<file path="src/rtl/riscv_pkg.sv">
// Shared RV32I definitions for the memory-access stage.
//   XLEN        : datapath and address width (only 32 is supported)
//   F3_*        : funct3 width/sign codes for loads and stores
//   mem_state_t : memory-access FSM states
package riscv_pkg;

  localparam int XLEN = 32;

  localparam logic [2:0] F3_B  = 3'b000;
  localparam logic [2:0] F3_H  = 3'b001;
  localparam logic [2:0] F3_W  = 3'b010;
  localparam logic [2:0] F3_BU = 3'b100;
  localparam logic [2:0] F3_HU = 3'b101;

  typedef enum logic [1:0] {
    IDLE = 2'd0,
    REQ  = 2'd1,
    RESP = 2'd2,
    DONE = 2'd3
  } mem_state_t;

endpackage

</file>
<file path="src/rtl/load_align.sv">
// Load-data formatter: picks the addressed byte or halfword out of a
// naturally aligned memory word and sign- or zero-extends it.
// Ports:
//   rdata   in  XLEN  raw word returned by data memory
//   addr_lo in  2     low address bits selecting the byte/half lane
//   funct3  in  3     load width/sign code (LB, LH, LW, LBU, LHU)
//   data    out XLEN  formatted load result
module load_align
  import riscv_pkg::*;
(
  input  logic [XLEN-1:0] rdata,
  input  logic [1:0]      addr_lo,
  input  logic [2:0]      funct3,
  output logic [XLEN-1:0] data
);

  logic [7:0]  byte_sel;
  logic [15:0] half_sel;

  always_comb begin
    byte_sel = rdata[7:0];
    case (addr_lo)
      2'd0:    byte_sel = rdata[7:0];
      2'd1:    byte_sel = rdata[15:8];
      2'd2:    byte_sel = rdata[23:16];
      default: byte_sel = rdata[31:24];
    endcase

    // Halfword accesses are already known to be aligned, so only bit 1 matters.
    half_sel = addr_lo[1] ? rdata[31:16] : rdata[15:0];

    case (funct3)
      F3_B:    data = {{24{byte_sel[7]}}, byte_sel};
      F3_H:    data = {{16{half_sel[15]}}, half_sel};
      F3_BU:   data = {24'd0, byte_sel};
      F3_HU:   data = {16'd0, half_sel};
      default: data = rdata;
    endcase
  end

endmodule

</file>
<file path="src/rtl/mem_access_stage.sv">
// RV32I memory-access pipeline stage between EX/MEM and MEM/WB.
// Issues loads/stores on a req/ready/rvalid data-memory port, builds byte
// enables and lane-replicated store data, formats load data, stalls the
// upstream pipeline for the duration of an access and aborts accesses that
// exceed TIMEOUT cycles waiting for the memory.
// Ports:
//   clk, reset (sync, active-low)
//   *_EX          : instruction from the EX/MEM register
//   dmem_*        : data-memory request/response port
//   stall_MEM     : freeze PC, IF/ID, ID/EX and EX/MEM
//   regwrite_MEM, rd_MEM, rd_data_MEM : write-back info into MEM/WB
//   misalign_MEM  : one-cycle pulse for a misaligned or illegal access
//   buserr_MEM    : one-cycle pulse for a timed-out access
module mem_access_stage #(
  parameter int XLEN    = 32,
  parameter int TIMEOUT = 255
) (
  input  logic            clk,
  input  logic            reset,
  input  logic            valid_EX,
  input  logic            memread_EX,
  input  logic            memwrite_EX,
  input  logic [2:0]      funct3_EX,
  input  logic            regwrite_EX,
  input  logic [4:0]      rd_EX,
  input  logic [XLEN-1:0] alu_result_EX,
  input  logic [XLEN-1:0] rs2_data_EX,
  output logic            dmem_req,
  output logic            dmem_we,
  output logic [XLEN-1:0] dmem_addr,
  output logic [XLEN-1:0] dmem_wdata,
  output logic [3:0]      dmem_be,
  input  logic            dmem_ready,
  input  logic            dmem_rvalid,
  input  logic [XLEN-1:0] dmem_rdata,
  output logic            stall_MEM,
  output logic            regwrite_MEM,
  output logic [4:0]      rd_MEM,
  output logic [XLEN-1:0] rd_data_MEM,
  output logic            misalign_MEM,
  output logic            buserr_MEM
);

  import riscv_pkg::*;

  localparam int CW = $clog2(TIMEOUT + 1);

  mem_state_t      state_q, state_d;
  logic [CW-1:0]   cnt_q, cnt_d;
  logic            we_q, we_d;
  logic [2:0]      f3_q, f3_d;
  logic [XLEN-1:0] addr_q, addr_d;
  logic [4:0]      rd_q, rd_d;
  logic            rw_q, rw_d;
  logic [XLEN-1:0] wdata_q, wdata_d;
  logic [3:0]      be_q, be_d;
  logic [XLEN-1:0] ldata_q, ldata_d;

  logic            is_mem;
  logic            misaligned;
  logic            illegal;
  logic            access_ok;
  logic [3:0]      be_new;
  logic [XLEN-1:0] wdata_new;
  logic [XLEN-1:0] load_fmt;
  logic            timeout;

  load_align u_load_align (
    .rdata   (dmem_rdata),
    .addr_lo (addr_q[1:0]),
    .funct3  (f3_q),
    .data    (load_fmt)
  );

  // Decode of the incoming EX/MEM instruction: alignment, legality, byte
  // enables and store-lane replication.
  always_comb begin
    is_mem     = memread_EX | memwrite_EX;
    misaligned = 1'b0;
    be_new     = 4'b1111;
    wdata_new  = rs2_data_EX;
    case (funct3_EX[1:0])
      2'b00: begin
        be_new    = 4'b0001 << alu_result_EX[1:0];
        wdata_new = {4{rs2_data_EX[7:0]}};
      end
      2'b01: begin
        misaligned = alu_result_EX[0];
        be_new     = 4'b0011 << alu_result_EX[1:0];
        wdata_new  = {2{rs2_data_EX[15:0]}};
      end
      2'b10: misaligned = |alu_result_EX[1:0];
      default: misaligned = 1'b0;
    endcase
    // Stores have no unsigned forms; loads additionally reject 110.
    illegal   = (funct3_EX[1:0] == 2'b11) |
                (memwrite_EX ? funct3_EX[2] : (funct3_EX[2] & funct3_EX[1]));
    access_ok = valid_EX & is_mem & ~misaligned & ~illegal;
  end

  // Timeout counts the total wait across REQ and RESP; using >= keeps the
  // abort firing even if the counter has passed the limit on entering RESP.
  assign timeout = (cnt_q >= CW'(TIMEOUT - 1));

  // Next-state, hold-register updates and all stage outputs.
  always_comb begin
    state_d = state_q;
    cnt_d   = cnt_q;
    we_d    = we_q;
    f3_d    = f3_q;
    addr_d  = addr_q;
    rd_d    = rd_q;
    rw_d    = rw_q;
    wdata_d = wdata_q;
    be_d    = be_q;
    ldata_d = ldata_q;

    dmem_req     = 1'b0;
    dmem_we      = 1'b0;
    dmem_addr    = '0;
    dmem_wdata   = '0;
    dmem_be      = 4'b0000;
    stall_MEM    = 1'b0;
    regwrite_MEM = 1'b0;
    rd_MEM       = 5'd0;
    rd_data_MEM  = '0;
    misalign_MEM = 1'b0;
    buserr_MEM   = 1'b0;

    case (state_q)
      IDLE: begin
        if (valid_EX) begin
          if (!is_mem) begin
            regwrite_MEM = regwrite_EX;
            rd_MEM       = rd_EX;
            rd_data_MEM  = alu_result_EX;
          end else if (access_ok) begin
            we_d      = memwrite_EX;
            f3_d      = funct3_EX;
            addr_d    = alu_result_EX;
            rd_d      = rd_EX;
            rw_d      = regwrite_EX;
            wdata_d   = wdata_new;
            be_d      = be_new;
            ldata_d   = '0;
            cnt_d     = '0;
            stall_MEM = 1'b1;
            state_d   = REQ;
          end else begin
            misalign_MEM = 1'b1;
          end
        end
      end

      REQ: begin
        dmem_req   = 1'b1;
        dmem_we    = we_q;
        dmem_addr  = {addr_q[XLEN-1:2], 2'b00};
        dmem_wdata = wdata_q;
        dmem_be    = be_q;
        stall_MEM  = 1'b1;
        cnt_d      = cnt_q + CW'(1);
        if (dmem_ready) begin
          state_d = we_q ? DONE : RESP;
        end else if (timeout) begin
          buserr_MEM = 1'b1;
          rw_d       = 1'b0;
          ldata_d    = '0;
          state_d    = DONE;
        end
      end

      RESP: begin
        stall_MEM = 1'b1;
        cnt_d     = cnt_q + CW'(1);
        if (dmem_rvalid) begin
          ldata_d = load_fmt;
          state_d = DONE;
        end else if (timeout) begin
          buserr_MEM = 1'b1;
          rw_d       = 1'b0;
          ldata_d    = '0;
          state_d    = DONE;
        end
      end

      DONE: begin
        regwrite_MEM = rw_q & ~we_q;
        rd_MEM       = rd_q;
        rd_data_MEM  = we_q ? '0 : ldata_q;
        state_d      = IDLE;
      end

      default: state_d = IDLE;
    endcase

    // Reset silences the stage immediately, including a request in flight.
    if (!reset) begin
      dmem_req     = 1'b0;
      dmem_we      = 1'b0;
      dmem_addr    = '0;
      dmem_wdata   = '0;
      dmem_be      = 4'b0000;
      stall_MEM    = 1'b0;
      regwrite_MEM = 1'b0;
      rd_MEM       = 5'd0;
      rd_data_MEM  = '0;
      misalign_MEM = 1'b0;
      buserr_MEM   = 1'b0;
    end
  end

  // State, timeout counter and access hold registers.
  always_ff @(posedge clk) begin
    if (!reset) begin
      state_q <= IDLE;
      cnt_q   <= '0;
      we_q    <= 1'b0;
      f3_q    <= 3'b000;
      addr_q  <= '0;
      rd_q    <= 5'd0;
      rw_q    <= 1'b0;
      wdata_q <= '0;
      be_q    <= 4'b0000;
      ldata_q <= '0;
    end else begin
      state_q <= state_d;
      cnt_q   <= cnt_d;
      we_q    <= we_d;
      f3_q    <= f3_d;
      addr_q  <= addr_d;
      rd_q    <= rd_d;
      rw_q    <= rw_d;
      wdata_q <= wdata_d;
      be_q    <= be_d;
      ldata_q <= ldata_d;
    end
  end

endmodule
</file>
<file path="config.mk">
export PLATFORM = sky130hd
export DESIGN_NAME = mem_access_stage
export DESIGN_NICKNAME = d
export VERILOG_FILES = /design/src/rtl/riscv_pkg.sv /design/src/rtl/load_align.sv /design/src/rtl/mem_access_stage.sv
export SDC_FILE = /design/constraint.sdc
export NUM_CORES = 1
export LEC_CHECK = 0
export CORE_ASPECT_RATIO = 0.9
export CORE_UTILIZATION = 40
export DETAILED_ROUTE_END_ITERATION = 16
export HOLD_SLACK_MARGIN = 0.06
export PLACE_DENSITY = 0.69
export SLEW_MARGIN = 20
export SYNTH_ARGS = -nofsm -noshare
export SYNTH_HDL_FRONTEND = slang
export SYNTH_SLANG_ARGS = --single-unit
</file>
<file path="constraint.sdc">
create_clock -name clk -period 2.6 [get_ports clk]
set_input_delay 0.52 -clock clk [delete_from_list [all_inputs] [get_ports clk]]
set_output_delay 0.52 -clock clk [all_outputs]
set_load 0.01 [all_outputs]
</file>
### Word-level counts from Yosys, hierarchy flattened

Index checks and enable logic that the tools add are counted.

| storage, ports and cells | value |
|---|---|
| register bits | 120 |
| latch bits | 0 |
| RAM bits | 0 |
| bits in read-only memories | 0 |
| output and inout bits | 111 |
| memories kept | 0 |

| cells by class | value |
|---|---|
| add/sub/neg operators | 1 |
| $mul | 0 |
| divide/modulo/power cells | 0 |
| order comparisons | 1 |
| equal/unequal tests | 16 |
| shift-type cells | 2 |
| multiplexer cells | 71 |
| bitwise operators | 10 |
| reduce and logical (&&, ||, !) cells | 13 |

Operators by type and width:

| operator | number |
|---|---|
| $mux 32 | 14 |
| $pmux 32 s2 | 2 |
| $pmux 32 s4 | 1 |
| $pmux 32 s3 | 1 |
| $mux 1 | 28 |
| $mux 8 | 3 |
| $pmux 8 s3 | 1 |
| $mux 16 | 1 |
| $pmux 8 s2 | 1 |
| $mux 5 | 3 |
| $mux 2 | 6 |
| $eq 2x2->1 const B | 5 |
| $ne 2x2->1 const B | 5 |
| $pmux 5 s2 | 1 |
| $add 8x1->8 const B | 1 |
| $ge 8x8->1 const B | 1 |
| $mux 4 | 2 |
| $pmux 1 s2 | 4 |
| $pmux 2 s4 | 1 |
| $pmux 4 s2 | 1 |
| $reduce_and 4->1 | 2 |
| $eq 2x1->1 const B | 3 |
| $eq 3x3->1 const B | 2 |
| $logic_not 2->1 | 3 |
| 14 further kinds | 22 |

### Logic depth before layout (Yosys ltp)

| logic depth | value |
|---|---|
| depth in word-level cells | 10 |
| mapped depth | 10 |
| gate-level depth less buffers | 7 |

### Hierarchy

A second synthesis with hierarchy kept.

| unflattened totals | value |
|---|---|
| cell total of the unflattened synthesis | 929 |
| area, all modules | 6711.4 µm² |

Modules (own cells, without submodules):

| module | times used | cells each | area each (µm²) |
|---|---|---|---|
| mem_access_stage | 1 | 798 | 5988.2 |
| load_align | 1 | 131 | 723.2 |

### Worst setup path before layout

No wires, ideal clock.

| timing | value |
|---|---|
| path kind | input-to-output |
| start | input funct3_EX[0] |
| end | output stall_MEM |
| arrival time | 1933 ps |
| data required time | 2080 ps |
| setup slack | 147 ps |
| cell stages on the path | 8 |
| buffers on the path | 2 |
| cell sequence | inv_1 > ha_1 > o211a_1 > a31oi_2 > nand3_1 > buf_2 > buf_2 > a21boi_1 |

| on the way | value |
|---|---|
| word-level cells in the longest chain between the ends | 10 |

Ends and longest elaborated chain:

| element | line | text |
|---|---|---|
| start: declaration | mem_access_stage.sv:23 | `input logic [2:0] funct3_EX,` |
| $eq 2x2->1 or $eq 2x1->1 (tied branches) | mem_access_stage.sv:82 | `case (funct3_EX[1:0])` |
| $pmux 1 s2 | mem_access_stage.sv:82 |  |
| $not 1->1 | mem_access_stage.sv:98 | `access_ok = valid_EX & is_mem & ~misaligned & ~illegal;` |
| $and 1x1->1 | mem_access_stage.sv:98 |  |
| $and 1x1->1 (*) | mem_access_stage.sv:98 |  |
| $mux 1 (*) | mem_access_stage.sv:137 | `end else if (access_ok) begin` |
| $mux 1 (*) | mem_access_stage.sv:133 | `if (!is_mem) begin` |
| $mux 1 (*) | mem_access_stage.sv:132 | `if (valid_EX) begin` |
| $pmux 1 s2 (*) | mem_access_stage.sv:130 | `case (state_q)` |
| $mux 1 (*) | mem_access_stage.sv:198 | `if (!reset) begin` |
| end: declaration | mem_access_stage.sv:36 | `output logic stall_MEM,` |

Mark *: on every way between the ends. The rest lies on a longest branch, timed or not.

### Final worst setup path

| timing | value |
|---|---|
| start | register state_q[1] |
| end | output rd_MEM[3] |

| on the way | value |
|---|---|
| word-level cells in the longest chain between the ends | 3 |

Ends and longest elaborated chain:

| element | line | text |
|---|---|---|
| start: declaration | mem_access_stage.sv:48 | `mem_state_t state_q, state_d;` |
| start signal: assignment | mem_access_stage.sv:227 | `state_q <= state_d;` |
| $eq 2x2->1 or $logic_not 2->1 (tied branches) | mem_access_stage.sv:130 |  |
| $pmux 5 s2 (*) | mem_access_stage.sv:130 |  |
| $mux 5 (*) | mem_access_stage.sv:198 |  |
| end: declaration | mem_access_stage.sv:38 | `output logic [4:0] rd_MEM,` |

Marked as above.

==> metrics.md <==
| Metric | Value |
|---|---|
| Outcome | finished, final reports clean |
| Worst vdd ir | 0.560 mV |
| Final #Nets | 1,174 |
| Chip height | 122 um |
| Clock tree buffer depth | 2 |
| Pre-Repair DR Iteration Count | 5 |
| DR WL/cell | 19.3 um |
| Drt total wl | 24,400 um |
| Critical Path RT | 2.08 ns |
| R2R Path Start | addr_q[1] |
| Synth cell types | 54 |
| Final Hold Fails | 0 |
| Syn avg cell area | 7.73 sq um |
| Min-delay src | addr_q[15] |
| Clk_lat worst skew | 0.42 ns |
| Worst hold path class | flop to flop |
| FP Rows | 43 |
| Slew @ Worst Pin | 0.756 ns |
| Ys flop type | dfxtp_1 |
| Detailed Route Iter0 Violations | 747 |
| Pin count of the biggest net entering global routing | 68 |
| # port buffers | 220 |
| TritonCTS sink count | 120 |
| Tot Pwr | 0.00612 W |
| Layout cells sized above 1 | 13.8% |
| Area grow syn2layout | 51.0% |
| Vias per inst | 5.64 |
| CTS tree | done |
| DP HPWL | 16,100 um |
| Synthesis Warnings | 0 |
| Clock root buffer | clkbuf_16 |
| Max Freq | 392 MHz |
| Post-route DRC violation count | 0 |
| Layout fillers | 1,386 |
| Area contributors post-synth | dfxtp_1 37%, nand2_1 8.3%, and3_1 6.7% |
| CP startpoint kind | flop |
| TNS Setup | 0 ns |
| Core area | 15,500 sq um |
| Count leader, synth | nand2_1 |
| Clock Skew | 0.0102 ns |
| Via count | 7,129 |
| I/O pin cnt | 223 |
| Gr usage total | 29.2% |
| DIE AREA | 16,600 sq um |
| First-pass GRT wire length | 36,600 um |
| Ys async rst share | 0% |
| Share of Yosys cell area claimed by the top area cell type | 37.3% |
| Final GP Congestion | 0.861 |
| Horiz. Die Dim | 136 um |
| Number of global-route vias before repair | 6,527 |
| Cell Pwr Density | 630 nW/um^2 |
| Clk slew on worst S/H paths | 0.05 ns |
| Crit path max fanout | 10 |
| Final Max Tran Viols | 0 |
| Post-synthesis sequential area ratio | 37.3% |
| Overflow after GRT | 0 |
| Synthesis-stage register bit count | 120 |
| Crit path kind | flop to output pin |
| Final ANT Viol Nets | 0 |
| Leakage power | 4.44 nW |
| Relative slew slack | 49.6% |
| Worst setup path startpoint | state_q[1] |
| Num CTS Buffers | 17 |
| Initial antenna violation count | 2 |
| Number of flops mapped to enable cells by yosys | 0 |
| Final setup fails | 0 |
| Post-synth top cells | 142 x nand2_1, 120 x dfxtp_1, 83 x a21oi_1 |
| Initial Utilization | 41.4% |
| Tcrit/Tclk final | 98.0% |
| RSZ-0062 raised after global routing | yes |
| Critical Path Sink Type | output pin |
| CTS H-tree depth | 4 |
| Mapped Area | 6440 sq um |
| Max cap viols | 0 |
| Synth Instances | 833 |
| CP arrival | 2.03 ns |
| Minimum clock period | 2.55 ns |
| Largest area contributor in the synthesized netlist | dfxtp_1 |
-- path summary, 6_finish.rpt --
path	slack, ns	depth (start not counted)	end
max	0.05	10	rd_MEM[3]
min	0.45	2	addr_q[15]
max reg2reg	0.62	5	ldata_q[9]
min reg2reg	0.45	2	addr_q[15]
-- final cells by class --
cell class	instances	area (sq um)	area share (%)
diodes	1	2.50	0.0257
clock buffers	24	472	4.85
clock inverters	5	25.0	0.257
inverters	10	42.5	0.438
multi-input cells	623	3710	38.2
flip-flops and latches	120	2400	24.7
well taps	202	253	2.60
repair buffers	278	2810	28.9
-- cell usage in the layout (no fill, tap or decap), types with 18 or more instances in the layout --
cell type / Yosys / final
nor2_1: 81 / 81
dlymetal6s2s_1: 0 / 28
nand2_1: 142 / 141
buf_4: 12 / 37
o2bb2ai_1: 22 / 22
a21oi_1: 83 / 83
nor3_1: 23 / 21
dfxtp_1: 120 / 118
buf_2: 16 / 30
clkdlybuf4s50_1: 0 / 145
clkbuf_16: 0 / 18
and3_1: 69 / 68
a22o_1: 20 / 20
a22oi_1: 38 / 35
-- registers in the layout (all words and copies together), names as in the netlist, 2 cells and up --
signal   cells
addr_q      32
be_q         4
cnt_q        8
f3_q         3
ldata_q     32
rd_q         5
state_q      2
wdata_q     32
-- logic make-up (layout without fill, tap and decap cells) --
kind of cell	count (synthesis)	count (layout)	share of synthesized area (%)
adder cells (fa/ha/maj)	12	12	2.33
other	1	3	0.0583
multiplexers	3	3	0.544
AO/OA/AOI/OAI	250	250	27.6
flip-flops	120	120	37.3
AND/OR/NAND/NOR	356	356	25.5
buffers and inverters	91	317	6.67
-- through the flow --
step           instance area, sq um  cells  hold slack (ns)  util (%)  worst slack [ns]
2_1_floorplan                  6440    834            0.432         -             0.147
3_3_place_gp                   8960   1218            0.438      57.6            -0.596
3_5_place_dp                   8960   1218            0.442      57.6            -0.612
4_1_cts                        9570   1259            0.449      61.6          0.000372
5_1_grt                        9720   1263            0.463      62.5           -0.0108
6_report                       9720   1263            0.448      62.5            0.0516
-- routing by layer --
metal	routed length, um	global-route usage, %
met1	11100	41.2
met2	10800	42.9
met3	1830	7.10
met4	618	10.5
met5	10	0
-- repair_timing --
| action | in CTS | in global routing |
|---|---|---|
| hold buffers | 0 | 0 |
| pin swaps | 6 | 6 |
| endpoints found under the setup margin | 100 | 70 |
| gates resized for setup | 160 | 42 |
| setup buffers | 7 | 2 |
| cloned | 5 | 1 |
-- power by group --
group | total (W) | internal (W) | leakage (nW) | switching (W)
Combinational | 0.00199 | 0.000854 | 3.21 | 0.00113
Clock | 0.00205 | 0.00124 | 0.249 | 0.000809
Sequential | 0.00209 | 0.00200 | 0.974 | 0.0000927
Total | 0.00612 | 0.00409 | 4.44 | 0.00203
-- worst max-delay path, stage by stage, from the launching register on --
cell	delay [ns]
dfxtp_2	0.33
inv_4	0.07
ha_4	0.14
nand2_4	0.05
nor3_4	0.15
buf_6	0.13
buf_4	0.11
buf_12	0.13
a22oi_1	0.06
nor2_1	0.14
dlygate4sd2_1	0.30
(Power assumes the default switching activity.)
